[src/rtl/serial_adder.sv]
// serial_adder: bit-serial adder, one full-adder stage per cycle.
// Operands shift out LSB-first; the result is registered on completion.
module serial_adder #(
   parameter int WIDTH = 8
) (
   input  logic             clk,
   input  logic             rst,
   input  logic             start,
   input  logic [WIDTH-1:0] a,
   input  logic [WIDTH-1:0] b,
   input  logic             cin,
   output logic             busy,
   output logic             done,
   output logic [WIDTH-1:0] sum,
   output logic             cout
);

   localparam int CW = (WIDTH > 1) ? $clog2(WIDTH) : 1;

   typedef enum logic [1:0] {
      IDLE,
      RUN,
      DONE
   } state_t;

   state_t state, state_n;

   logic [WIDTH-1:0] a_sr;
   logic [WIDTH-1:0] b_sr;
   logic [WIDTH-1:0] ps;
   logic             c;
   logic [CW-1:0]    cnt;

   logic s;
   logic c_n;
   logic last;

   assign s    = a_sr[0] ^ b_sr[0] ^ c;
   assign c_n  = (a_sr[0] & b_sr[0]) | (a_sr[0] & c) | (b_sr[0] & c);
   assign last = (cnt == CW'(WIDTH - 1));

   // busy decodes the state register only, so it stays registered
   assign busy = (state != IDLE);

   // state register
   always_ff @(posedge clk) begin
      if (rst) state <= IDLE;
      else     state <= state_n;
   end

   // next-state logic; DONE always falls back to IDLE
   always_comb begin
      state_n = state;
      unique case (state)
         IDLE:    if (start) state_n = RUN;
         RUN:     if (last)  state_n = DONE;
         DONE:    state_n = IDLE;
         default: state_n = IDLE;
      endcase
   end

   // datapath: capture, serial add, final result load
   always_ff @(posedge clk) begin
      if (rst) begin
         a_sr <= '0;
         b_sr <= '0;
         ps   <= '0;
         c    <= 1'b0;
         cnt  <= '0;
         sum  <= '0;
         cout <= 1'b0;
      end else begin
         unique case (state)
            IDLE: begin
               if (start) begin
                  a_sr <= a;
                  b_sr <= b;
                  ps   <= '0;
                  c    <= cin;
                  cnt  <= '0;
               end
            end
            RUN: begin
               a_sr <= a_sr >> 1;
               b_sr <= b_sr >> 1;
               ps   <= {s, ps[WIDTH-1:1]};
               c    <= c_n;
               cnt  <= cnt + CW'(1);
               if (last) begin
                  sum  <= {s, ps[WIDTH-1:1]};
                  cout <= c_n;
               end
            end
            default: begin
            end
         endcase
      end
   end

   // done pulses for the single cycle following DONE
   always_ff @(posedge clk) begin
      if (rst) done <= 1'b0;
      else     done <= (state == DONE);
   end

endmodule

[config.mk]
export PLATFORM = sky130hd
export DESIGN_NAME = serial_adder
export DESIGN_NICKNAME = d
export VERILOG_FILES = /design/src/rtl/serial_adder.sv
export SDC_FILE = /design/constraint.sdc
export NUM_CORES = 1
export LEC_CHECK = 0
export BUFFER_PORTS_ARGS = -buffer_cell sky130_fd_sc_hd__buf_2
export CAP_MARGIN = 20
export CORE_UTILIZATION = 54
export DETAILED_ROUTE_END_ITERATION = 8
export HOLD_SLACK_MARGIN = 0.03
export PLACE_DENSITY = 0.75
export SETUP_SLACK_MARGIN = 0.05
export SLEW_MARGIN = 0
export SYNTH_ARGS = -nofsm -noshare
export SYNTH_HDL_FRONTEND = slang
export SYNTH_SLANG_ARGS = --single-unit
[constraint.sdc]
create_clock -name clk -period 1.5 [get_ports clk]
set_clock_uncertainty 0.1 [all_clocks]
set_input_delay 0.15 -clock clk [delete_from_list [all_inputs] [get_ports clk]]
set_output_delay 0.15 -clock clk [all_outputs]
set_load 0.02 [all_outputs]
-- Word-level counts from Yosys, hierarchy flattened
Index checks and enable logic that the tools add are counted.
W data, S select, Z words.
- register bits after elaboration: 40
- input port bits: 20
- word-level logic and storage cells: 41
- output and inout port bits: 11
- add/subtract/negate cells: 1
- equal/unequal tests: 5
- bitwise logic cells: 7
- reductions and logical operators: 6
- mux-type cells: 13
- operators by type and width (kind ; count):
    $pmux W8 S2 ; 3
    $mux W8 ; 3
    $pmux W3 S2 ; 1
    $reduce_and A2 Y1 ; 3
    $mux W2 ; 2
    $ne A2 B2 Y1 const B ; 2
    $pmux W2 S2 ; 1
    $reduce_bool A2 Y1 ; 2
    $add A3 B1 Y3 const B ; 1
    $and A1 B1 Y1 ; 3
    $eq A3 B3 Y1 const B ; 1
    $mux W3 ; 1
    $eq A2 B1 Y1 const B ; 1
    $eq A2 B2 Y1 const B ; 1
    $logic_not A2 Y1 ; 1
    $or A1 B1 Y1 ; 2
    $pmux W1 S2 ; 1
    $xor A1 B1 Y1 ; 2
    $mux W1 ; 1

-- Depth between registers and ports, before layout
- depth after elaboration: 4
- mapped depth: 6
- gate-level depth less buffers: 5

-- Least setup slack after synthesis
Ideal clock, no wire load.
- path kind: flip-flop to flip-flop
- from: register cnt[0]
- to: register cout
- data required time: 1.330 ns
- setup slack: 0.123 ns
- buffers on the path: 1
- data arrival time: 1.207 ns
- library setup time: 0.070 ns
- cell stages (with the launch flop): 7
- period minus slack after synthesis: 1.377 ns
- cells stage by stage: dfxtp_1 -> ha_1 -> ha_1 -> and3b_1 -> buf_1 -> nand2_1 -> a21oi_1
- cells in the longest elaborated chain, start to end: 2
- RTL lines (element ; line ; source):
    from (decl) ; 32 ; logic [CW-1:0] cnt;
    from (signal assigned) ; 88 ; cnt <= cnt + CW'(1);
    $eq A3 B3 Y1 ; 40 ; assign last = (cnt == CW'(WIDTH - 1));
    $reduce_and A2 Y1 (no line) ; n/a ;
    to (signal assigned) ; 91 ; cout <= c_n;
    to (decl) ; 15 ; output logic cout
No other way between the ends.
A chain may end at the register's enable or synchronous reset.

-- Worst setup path after layout
- from: register state[0]
- to: output busy
- cells in the longest elaborated chain, start to end: 1
- RTL lines (element ; line ; source):
    from (decl) ; 26 ; state_t state, state_n;
    from (signal assigned) ; 48 ; else state <= state_n;
    $reduce_bool A2 Y1 ; 43 ; assign busy = (state != IDLE);
    to (decl) ; 12 ; output logic busy,
No other way between the ends.

==> metrics.md <==
| Metric | Value |
|---|---|
| Layout area overhead | `18.2%` |
| EDFF count, synth | `0` |
| CP Launch Type | `register` |
| Dpl cell area | `about 1900 um2` |
| Clock group share of total power | `0.269` |
| Hold_sp | `b[0]` |
| CTS Buf Count | `5` |
| CTS tree | `yes` |
| Worst EP arrival | `1150 ps` |
| Power Internal | `1400 uW` |
| PortBufs | `30` |
| Worst Setup SP | `state[0]$_SDFFE_PP0P_` |
| Fin area | `2040 um2` |
| Slew Limit Fails | `0` |
| Mapped Cells | `175` |
| Max Cap Viol | `0` |
| Total track usage | `0.212` |
| Run status | `finished clean` |
| DIE WIDTH | `58.6 um` |
| Ports | `31` |
| CTS sink cnt | `39` |
| GR Overflow Total | `0` |
| Combinational Power Share | `0.143` |
| Clock latency on the worst-skew pair | `340 ps` |
| Switch Pwr | `506 uW` |
| Pwr/cell area | `just over 900 nW/um2` |
| Slew headroom | `0.701` |
| Vias in the first global route | `1231` |
| Most frequent cell after synthesis | `dfxtp_1` |
| Synth warn | `0` |
| Worst R2R Setup Slack | `100 ps` |
| Final setup viols | `0` |
| Clock transition at path regs | `110 ps` |
| Core Region | `3050 um2` |
| Max Clock Freq | `712 MHz` |
| Longest Clk Path Bufs | `2` |
| Netlist cell types | `28` |
| RSZ-0062 raised after global routing | `true` |
| Register area share after synthesis | `0.452` |
| # fillers | `between 200 and 300` |
| Dominant cells by area after synthesis | `dfxtp_1, a211oi_2, mux2i_1` |
| Crit path max fanout | `12` |
| Starting Density | `0.566` |
| Peak supply drop | `about 0.6 mV` |
| Main synth FF type | `dfxtp_1` |
| Post-DP HPWL | `approximately 2.2 mm` |
| Routed via count | `1367` |
| Hold Fails Final Rpt | `0` |
| # H-tree levels | `2` |
| WL final | `around 3.3 mm` |
| Initial drt markers | `64` |
| Routed WL per cell | `12.8 um` |
| Initial antenna violation count | `0` |
| Clock root buffer | `clkbuf_4` |
| Mapped cell area | `1730 um2` |
| Row count | `20` |
| Layout cells sized above 1 | `0.346` |
| Syn Area/Cell | `9.88 um2` |
| DR DRC count | `0` |
| Final hold slack | `between 50 and 60 ps` |
| N_diodes | `0` |
| Cells after DPL | `approximately 240` |
| Final min period | `roughly 1400 ps` |
| Req. time, crit path | `1250 ps` |
| Cell Count, Final, Fillers Out | `approximately 260` |
| Largest net degree at the start of global routing | `40` |
| Crit end category | `primary output` |
| Synthesized net count | `198` |
| Ys async rst share | `0` |
| Post-synth top cells | `dfxtp_1, nor2_1, nand2_1, a21oi_1` |
| Post-synthesis register bit count | `39` |
| Die Area | `3430 um2` |
| Final GP Congestion | `0.770` |
| Antenna viol nets, final | `0` |
| Global-route wire length before repair | `5.36 mm` |
| Worst r2r src | `cnt[0]$_SDFFE_PP0P_` |
| Tcrit/Tclk final | `0.936` |
| Largest area contributor in the netlist | `dfxtp_1` |
| Via-to-Cell Ratio | `5.36` |
| Die height | `58.6 um` |
| Area share of the largest cell type after synthesis | `0.452` |
| LEAKAGE | `approximately 0.00082 uW` |
| Nets@finish | `233` |
| Critical path class | `reg -> out` |
| Pre-antenna DRT Iters | `4` |
| Sequential share of power | `0.588` |
| Fin Setup TNS | `0 ps` |
| Worst Tran Pin Value | `between 400 and 500 ps` |
| Switching fraction of total power | `0.266` |
| Hold Path Class | `in -> reg` |
## worst paths after layout
check                                            end  cells past startpoint
worst max-delay path                            busy                      4
worst min-delay path            b_sr[0]$_SDFFE_PP0P_                      3
worst max register to register     cout$_SDFFE_PP0P_                      5
worst min register to register   cnt[0]$_SDFFE_PP0P_                      1
## power by group through the flow
stage	clock network, uW	logic [uW]	registers [uW]
final	512	273	1120
after global routing	581	299	1130
after CTS	533	272	1120
after detailed placement	0	261	1140
after global placement	0	253	1140
after floorplan	0	209	1130
## state kept, by name, summed over array words and instances, names as in the netlist
signal and cells:
a_sr 8, b_sr 8, sum 8, ps 7, cnt 3, state 2, c 1, cout 1
done 1
## per-stage QoR
stage	power, uW	utilization	setup slack (ps)
after floorplan	1340	-	123
after global placement	1390	0.624	73.5
after detailed placement	1400	0.624	54.4
after CTS	1930	0.655	23.9
after global routing	2010	0.670	26.1
final	1910	0.670	96.1
## placed cells by master (no fill, tap or decap), drive strengths merged, types with 2 or more instances in the layout
cell type,n
a22oi,9
and3b,2
nor2b,7
o21ai,2
inv,2
ha,2
clkbuf,6
nand2,18
nand2b,6
nand4bb,2
nor2,22
a21oi,11
a221oi,6
mux2i,10
dlygate4sd3,2
buf,40
nor3b,7
a211oi,10
dfxtp,39
## per-layer routing
layer | wire, um | global-route usage
met1 | 1530 | 0.264
met3 | 97 | 0.0396
met4 | 53 | 0.112
met2 | 1570 | 0.350
met5 | 0 | 0
## worst max-delay path, stage by stage, from the launching register on
cell	delay [ps]
dfxtp_2	410
buf_6	180
nor2_4	40
inv_1	40
buf_2	150
## cell families (layout without fill, tap and decap cells)
| group | after synthesis | after routing | synth area share |
|---|---|---|---|
| flops | 39 | 39 | 0.452 |
| buf+inv | 17 | 52 | 0.0564 |
| compound gates | 40 | 40 | 0.213 |
| simple gates | 66 | 67 | 0.195 |
| fa+ha+maj | 3 | 3 | 0.0260 |
| mux | 10 | 10 | 0.0579 |
## cell type report
| type | instances | area (um2) | area share |
|---|---|---|---|
| multi-input combinational | 120 | 885 | 0.433 |
| inverter | 2 | 7.51 | 0.00367 |
| sequential | 39 | 787 | 0.385 |
| timing repair buffer | 42 | 256 | 0.125 |
| clock inverter | 2 | 12.5 | 0.00612 |
| clock buffer | 6 | 41.3 | 0.0202 |
| tap | 44 | 55.1 | 0.0269 |
## timing repair
item,in CTS,in global routing
endpoints found under the setup margin,14,33
endpoints found under the hold margin,2,0
resized for setup,4,9
pin swaps,1,0
hold buffers,2,0
buffers inserted,1,1
cloned,0,1
(Power assumes the default switching activity.)
